===== src/rtl/uart_pkg.sv =====
// uart_pkg: shared UART constants, frame-length helper and tx FSM encoding
package uart_pkg;
  localparam int PARITY_NONE = 0;
  localparam int PARITY_ODD  = 1;
  localparam int PARITY_EVEN = 2;
  typedef enum logic [2:0] {S_IDLE, S_START, S_DATA, S_PARITY, S_STOP} tx_state_t;
  function automatic int frame_len(input int data_bits, input int parity, input int stop_bits);
    return 1 + data_bits + ((parity != PARITY_NONE) ? 1 : 0) + stop_bits;
  endfunction
endpackage


===== src/rtl/uart_sync_fifo.sv =====
// uart_sync_fifo: single-clock FIFO; a write while full is taken when a read frees the slot
module uart_sync_fifo #(
  parameter int DEPTH = 4,
  parameter int W     = 8
) (
  input  logic                     clk,
  input  logic                     rst,
  input  logic                     wr,
  input  logic [W-1:0]             wdata,
  input  logic                     rd,
  output logic [W-1:0]             rdata,
  output logic                     full,
  output logic                     empty,
  output logic [$clog2(DEPTH):0]   count
);
  localparam int AW = $clog2(DEPTH);
  logic [W-1:0]  r_mem [DEPTH];
  logic [AW-1:0] r_wp, r_rp;
  logic [AW:0]   r_cnt;
  logic          w_we, w_re;
  assign w_re  = rd && !empty;
  assign w_we  = wr && (!full || w_re);
  assign rdata = r_mem[r_rp];
  assign full  = r_cnt == (AW+1)'(DEPTH);
  assign empty = r_cnt == '0;
  assign count = r_cnt;
  always_ff @(posedge clk)
    if (w_we) r_mem[r_wp] <= wdata;
  always_ff @(posedge clk)
    if (rst) begin
      r_wp  <= '0;
      r_rp  <= '0;
      r_cnt <= '0;
    end else begin
      r_wp  <= r_wp + AW'(w_we);
      r_rp  <= r_rp + AW'(w_re);
      r_cnt <= r_cnt + (AW+1)'(w_we) - (AW+1)'(w_re);
    end
endmodule


===== src/rtl/uart_tx_fifo.sv =====
// uart_tx_fifo: parametrised UART transmitter fed by an input FIFO
// Frames go out back-to-back whenever the FIFO holds data at the end of a stop bit.
module uart_tx_fifo
  import uart_pkg::*;
#(
  parameter int DATA_BITS  = 8,
  parameter int PARITY     = 0,
  parameter int STOP_BITS  = 1,
  parameter int FIFO_DEPTH = 4
) (
  input  logic                          clk,
  input  logic                          rst,
  input  logic                          bclk,
  input  logic [DATA_BITS-1:0]          din,
  input  logic                          din_rdy,
  output logic                          txd,
  output logic                          tx_rdy,
  output logic                          busy,
  output logic [$clog2(FIFO_DEPTH):0]   fifo_cnt,
  output logic                          overflow
);
  localparam int CW = $clog2(DATA_BITS);
  tx_state_t            r_state, w_state_n;
  logic [DATA_BITS-1:0] r_sh, w_sh_n, w_rdata;
  logic [CW-1:0]        r_cnt, w_cnt_n;
  logic                 r_stop, w_stop_n, r_par, w_par_n, r_txd, w_txd_n, r_ovf;
  logic                 w_pop, w_full, w_empty, w_stop_last;
  if (DATA_BITS < 5 || DATA_BITS > 9 || PARITY < 0 || PARITY > 2 || STOP_BITS < 1 ||
      STOP_BITS > 2 || FIFO_DEPTH < 2 || (FIFO_DEPTH & (FIFO_DEPTH - 1)) != 0) begin : g_bad_cfg
    $error("uart_tx_fifo: illegal parameter combination");
  end
  uart_sync_fifo #(.DEPTH(FIFO_DEPTH), .W(DATA_BITS)) u_fifo (
    .clk(clk), .rst(rst), .wr(din_rdy), .wdata(din), .rd(w_pop),
    .rdata(w_rdata), .full(w_full), .empty(w_empty), .count(fifo_cnt)
  );
  assign w_stop_last = r_stop == 1'(STOP_BITS - 1);
  assign w_pop = bclk && !w_empty && (r_state == S_IDLE || (r_state == S_STOP && w_stop_last));
  always_comb begin
    w_state_n = r_state;
    w_sh_n    = r_sh;
    w_cnt_n   = r_cnt;
    w_stop_n  = r_stop;
    w_par_n   = r_par;
    w_txd_n   = r_txd;
    if (bclk)
      case (r_state)
        S_IDLE: begin
          w_txd_n   = !w_pop;
          w_state_n = w_pop ? S_START : S_IDLE;
        end
        S_START: begin
          w_txd_n   = r_sh[0];
          w_sh_n    = r_sh >> 1;
          w_cnt_n   = '0;
          w_state_n = S_DATA;
        end
        S_DATA:
          if (r_cnt == CW'(DATA_BITS - 1)) begin
            w_txd_n   = (PARITY != PARITY_NONE) ? r_par : 1'b1;
            w_stop_n  = 1'b0;
            w_state_n = (PARITY != PARITY_NONE) ? S_PARITY : S_STOP;
          end else begin
            w_txd_n = r_sh[0];
            w_sh_n  = r_sh >> 1;
            w_cnt_n = r_cnt + CW'(1);
          end
        S_PARITY: begin
          w_txd_n   = 1'b1;
          w_stop_n  = 1'b0;
          w_state_n = S_STOP;
        end
        S_STOP:
          if (w_stop_last) begin
            w_txd_n   = !w_pop;
            w_state_n = w_pop ? S_START : S_IDLE;
          end else
            w_stop_n = 1'b1;
        default: w_state_n = S_IDLE;
      endcase
    if (w_pop) begin
      w_sh_n  = w_rdata;
      w_par_n = ^w_rdata ^ (PARITY == PARITY_ODD);
    end
  end
  always_ff @(posedge clk)
    if (rst) begin
      r_state <= S_IDLE;
      r_sh    <= '0;
      r_cnt   <= '0;
      r_stop  <= 1'b0;
      r_par   <= 1'b0;
      r_txd   <= 1'b1;
      r_ovf   <= 1'b0;
    end else begin
      r_state <= w_state_n;
      r_sh    <= w_sh_n;
      r_cnt   <= w_cnt_n;
      r_stop  <= w_stop_n;
      r_par   <= w_par_n;
      r_txd   <= w_txd_n;
      r_ovf   <= r_ovf | (din_rdy && w_full && !w_pop);
    end
  assign txd      = r_txd;
  assign tx_rdy   = !w_full;
  assign busy     = (r_state != S_IDLE) || !w_empty;
  assign overflow = r_ovf;
endmodule

===== config.mk =====
export PLATFORM = sky130hd
export DESIGN_NAME = uart_tx_fifo
export DESIGN_NICKNAME = d
export VERILOG_FILES = /design/src/rtl/uart_pkg.sv /design/src/rtl/uart_sync_fifo.sv /design/src/rtl/uart_tx_fifo.sv
export SDC_FILE = /design/constraint.sdc
export NUM_CORES = 1
export LEC_CHECK = 0
export BUFFER_PORTS_ARGS = -buffer_cell sky130_fd_sc_hd__buf_2
export CAP_MARGIN = 15
export CELL_PAD_IN_SITES_DETAIL_PLACEMENT = 0
export CELL_PAD_IN_SITES_GLOBAL_PLACEMENT = 1
export CORE_UTILIZATION = 48
export CTS_CLUSTER_DIAMETER = 150
export CTS_CLUSTER_SIZE = 28
export DETAILED_ROUTE_END_ITERATION = 7
export PLACE_DENSITY = 0.79
export SYNTH_ARGS = -nofsm -noshare
export SYNTH_HDL_FRONTEND = slang
export SYNTH_SLANG_ARGS = --single-unit

===== constraint.sdc =====
create_clock -name clk -period 3.3 [get_ports clk]
set_clock_uncertainty 0.15 [all_clocks]
set_input_delay 0.165 -clock clk [delete_from_list [all_inputs] [get_ports clk]]
set_output_delay 0.165 -clock clk [all_outputs]
set_load 0.005 [all_outputs]

==> key figures <==
Min path
  – HP Start: bclk
  – Worst Hold End: txd$_SDFFE_PP1P_
  – Cells on Worst Hold Path: 3
  – Worst min-delay path category: input pin to register

Clocking
  – CTS Buf Count: 5
  – CTS Hold Bufs: 9
  – Clk Latency, worst-skew pair: around 0.30 ns
  – Clock root buffer: clkbuf_8
  – Post CTS Setup Buffer Count: 0
  – H-tree depth: 2
  – CTS Sinks: 55
  – CTS resizes: 0
  – CTS tree: built
  – Clock Pin Slew Worst Setup and Hold Paths: about 0.10 ns
  – Max Root-Sink Buffers: 2

Yosys
  – Largest cells by area after synthesis: edfxtp_1 41%, dfxtp_1 20%, mux4_2 7.7%
  – Syn Nets: 190
  – Yosys reg bits: between 50 and 60
  – Number of flops mapped to enable cells by yosys: 32
  – Yosys cell types: 39
  – Post-synth top area share: 41.2%
  – Post-Syn Area per Cell: between 10 and 15 µm²
  – Register area share after synthesis: 61.0%
  – Area leader, netlist: edfxtp_1
  – Post-Synthesis Cells: ~170
  – Top_reg_cell synth: edfxtp_1
  – Fraction of registers with async set/reset: 0%
  – Post-Syn Area: 2330 µm²
  – YS warnings: 0

Global routing
  – First-pass GRT wire length: ~7000 µm
  – GRT Total Usage: between 10% and 20%
  – Largest net degree at the start of global routing: 24
  – Initial antenna violation count: 0
  – Overflow after GRT: 0
  – Vias in the first global route: 1463

Setup path
  – Worst r2r dst: u_fifo.count[2]$_SDFF_PP0_
  – CP Capture Type: register
  – R2R depth: 10
  – Setup crit start: u_fifo.count[1]$_SDFF_PP0_
  – CP Launch Type: register
  – Worst path required time: around 3.3 ns
  – R2R Path Start: u_fifo.count[1]$_SDFF_PP0_
  – WP data arrival: approximately 2.6 ns
  – Worst-path fanout max: 10
  – FF-to-FF setup slack: approximately 0.73 ns
  – Setup CP Type: register to register

Drt
  – DRC viols: 0
  – DR WL/cell: roughly 16 µm
  – Starting DRT DRC Count: 60
  – Drt first pass iters: 4
  – Post-detailed-route via-to-cell ratio: ~5.6
  – WL final: 3940 µm
  – Via Count: 1404
  – Antenna-violating nets left: 0

Layout
  – Non-filler cells, final: between 200 and 300
  – N_diodes: 0
  – P&R area growth vs syn: 12.7%
  – Final Cell Area: 2630 µm²
  – Layout Nets: around 220
  – Share of cells above drive strength 1: 26.5%

Timing
  – Setup TNS Final: 0 ns
  – Slew @ Worst Pin: approximately 0.8 ns
  – Crit path time final: around 2.6 ns
  – Rel. slew slack: between 40% and 50%
  – Unrepaired setup endpoints after global routing: false
  – Slew Viols, Final: 0
  – Crit share post-route: 77.9%
  – Hold Violations, Final: 0
  – Final Setup Violations: 0
  – Max Clock Freq: between 300 and 400 MHz

Place
  – Post-DP HPWL: 2690 µm
  – Placed cell area: around 2400 µm²
  – GPL Wtd Cong: approximately 0.78
  – Buffers on Ports: 18
  – # placed instances: 235

Power
  – Power per cell area: between 600 and 700 nW/µm²
  – LEAKAGE: approximately 0.9 nW
  – Peak supply drop: between 300 and 400 µV

Outcome
  – Status: finished, final reports clean

Floorplan
  – Die Area: slightly above 5000 µm²
  – IO Count: 19
  – Site Rows: 24
  – Die span in x: between 70 and 80 µm
  – DIE HEIGHT: between 70 and 80 µm
  – Core ar.: ~4500 µm²
  – Initial core utilization: between 50 and 60%

Job
  – Max Cap Viol: 0
Yosys cell counts, types with 2 or more instances:
library cell  number
ha_1               5
nor2_1            17
nor3b_2            2
nand2b_1           2
nand2_1           15
buf_2              3
edfxtp_1          32
a21oi_2            7
dfxtp_1           23
nor2b_1            5
a21oi_1            7
mux4_2             8
nand3_1            4
clkbuf_1           2
a211oi_2           7
inv_1              5
xnor2_1            4
o21ai_0            3
critical path, stage by stage (launching register included):
cell,delay [ns]
dfxtp_1,0.36
or3_1,0.42
nand3_1,0.14
inv_2,0.12
ha_1,0.29
inv_1,0.04
ha_1,0.20
fa_1,0.38
xnor2_1,0.17
xnor2_1,0.13
nor2_1,0.05
worst max-delay path by stage:
stage                                  to  cells after the start  slack, ns
2_1_floorplan  u_fifo.count[2]$_SDFF_PP0_                     10       0.85
3_3_place_gp   u_fifo.count[2]$_SDFF_PP0_                     10       0.78
3_5_place_dp   u_fifo.count[2]$_SDFF_PP0_                     10       0.73
4_1_cts        u_fifo.count[2]$_SDFF_PP0_                     10       0.72
5_1_grt        u_fifo.count[2]$_SDFF_PP0_                     10       0.55
6_report       u_fifo.count[2]$_SDFF_PP0_                     10       0.73
cells by family after synthesis:
kind of cell,after synthesis,share of synthesized area (%)
and+or+nand+nor,53,11.6
AOI/OAI and AO/OA,31,11.3
DFF,55,61.0
adders and majority gates,6,3.54
buffers and inverters,14,2.90
xor gates and xnor gates,5,1.88
muxes,8,7.73
per-stage QoR:
stage	utilization [%]	hold WS, ns	total power [W]	setup slack (ns)
after floorplan	-	0.0866	0.00133	0.852
final	58.3	0.0518	0.00181	0.729
after detailed placement	54.3	0.232	0.00146	0.726
after global placement	54.3	0.224	0.00143	0.783
after CTS	58.3	0.0470	0.00183	0.716
after global routing	58.3	0.105	0.00193	0.553
per-layer routing:
layer / vias to the layer above / GRT usage [%] / wire, µm
met5: - / 0 / 0
met4: 0 / 4.79 / 17
met3: 2 / 4.22 / 126
met2: 26 / 32.4 / 2050
met1: 693 / 21.2 / 1750
li1: 683 / - / -
state kept, by name, summed over array words and instances, names as in the netlist:
signal,flops
overflow,1
u_fifo.r_rp,2
u_fifo.count,3
r_cnt,3
r_sh,8
u_fifo.r_wp,2
r_state,3
u_fifo.r_mem,32
txd,1
cell type report:
class	count	area, µm²
clock buffers	6	72.6
inverters	6	22.5
flip-flops and latches	55	1420
clock inverters	2	16.3
repair buffers	28	188
multi-input cells	103	841
fillers	375	1880
well taps	52	65.1
power breakdown:
group | internal, W | switching (W) | total [W]
clock network | 0.000153 | 0.000214 | 0.000367
registers | 0.000832 | 0.0000999 | 0.000931
logic | 0.000259 | 0.000253 | 0.000512
cell usage in the layout (no fill, tap or decap), types with 2 or more instances in the layout:
| cell type | count |
|---|---|
| inv_1 | 5 |
| buf_2 | 18 |
| ha_1 | 5 |
| nor2_1 | 17 |
| mux4_2 | 8 |
| nand3_1 | 4 |
| nand2b_1 | 2 |
| a21oi_1 | 7 |
| a211oi_2 | 7 |
| xnor2_1 | 4 |
| nand2_1 | 15 |
| dlygate4sd3_1 | 9 |
| edfxtp_1 | 32 |
| nor3b_2 | 2 |
| dfxtp_1 | 23 |
| o21ai_0 | 3 |
| nor2b_1 | 5 |
| a21oi_2 | 7 |
| clkbuf_8 | 5 |
Note: power is estimated with default switching activity, not from simulation.
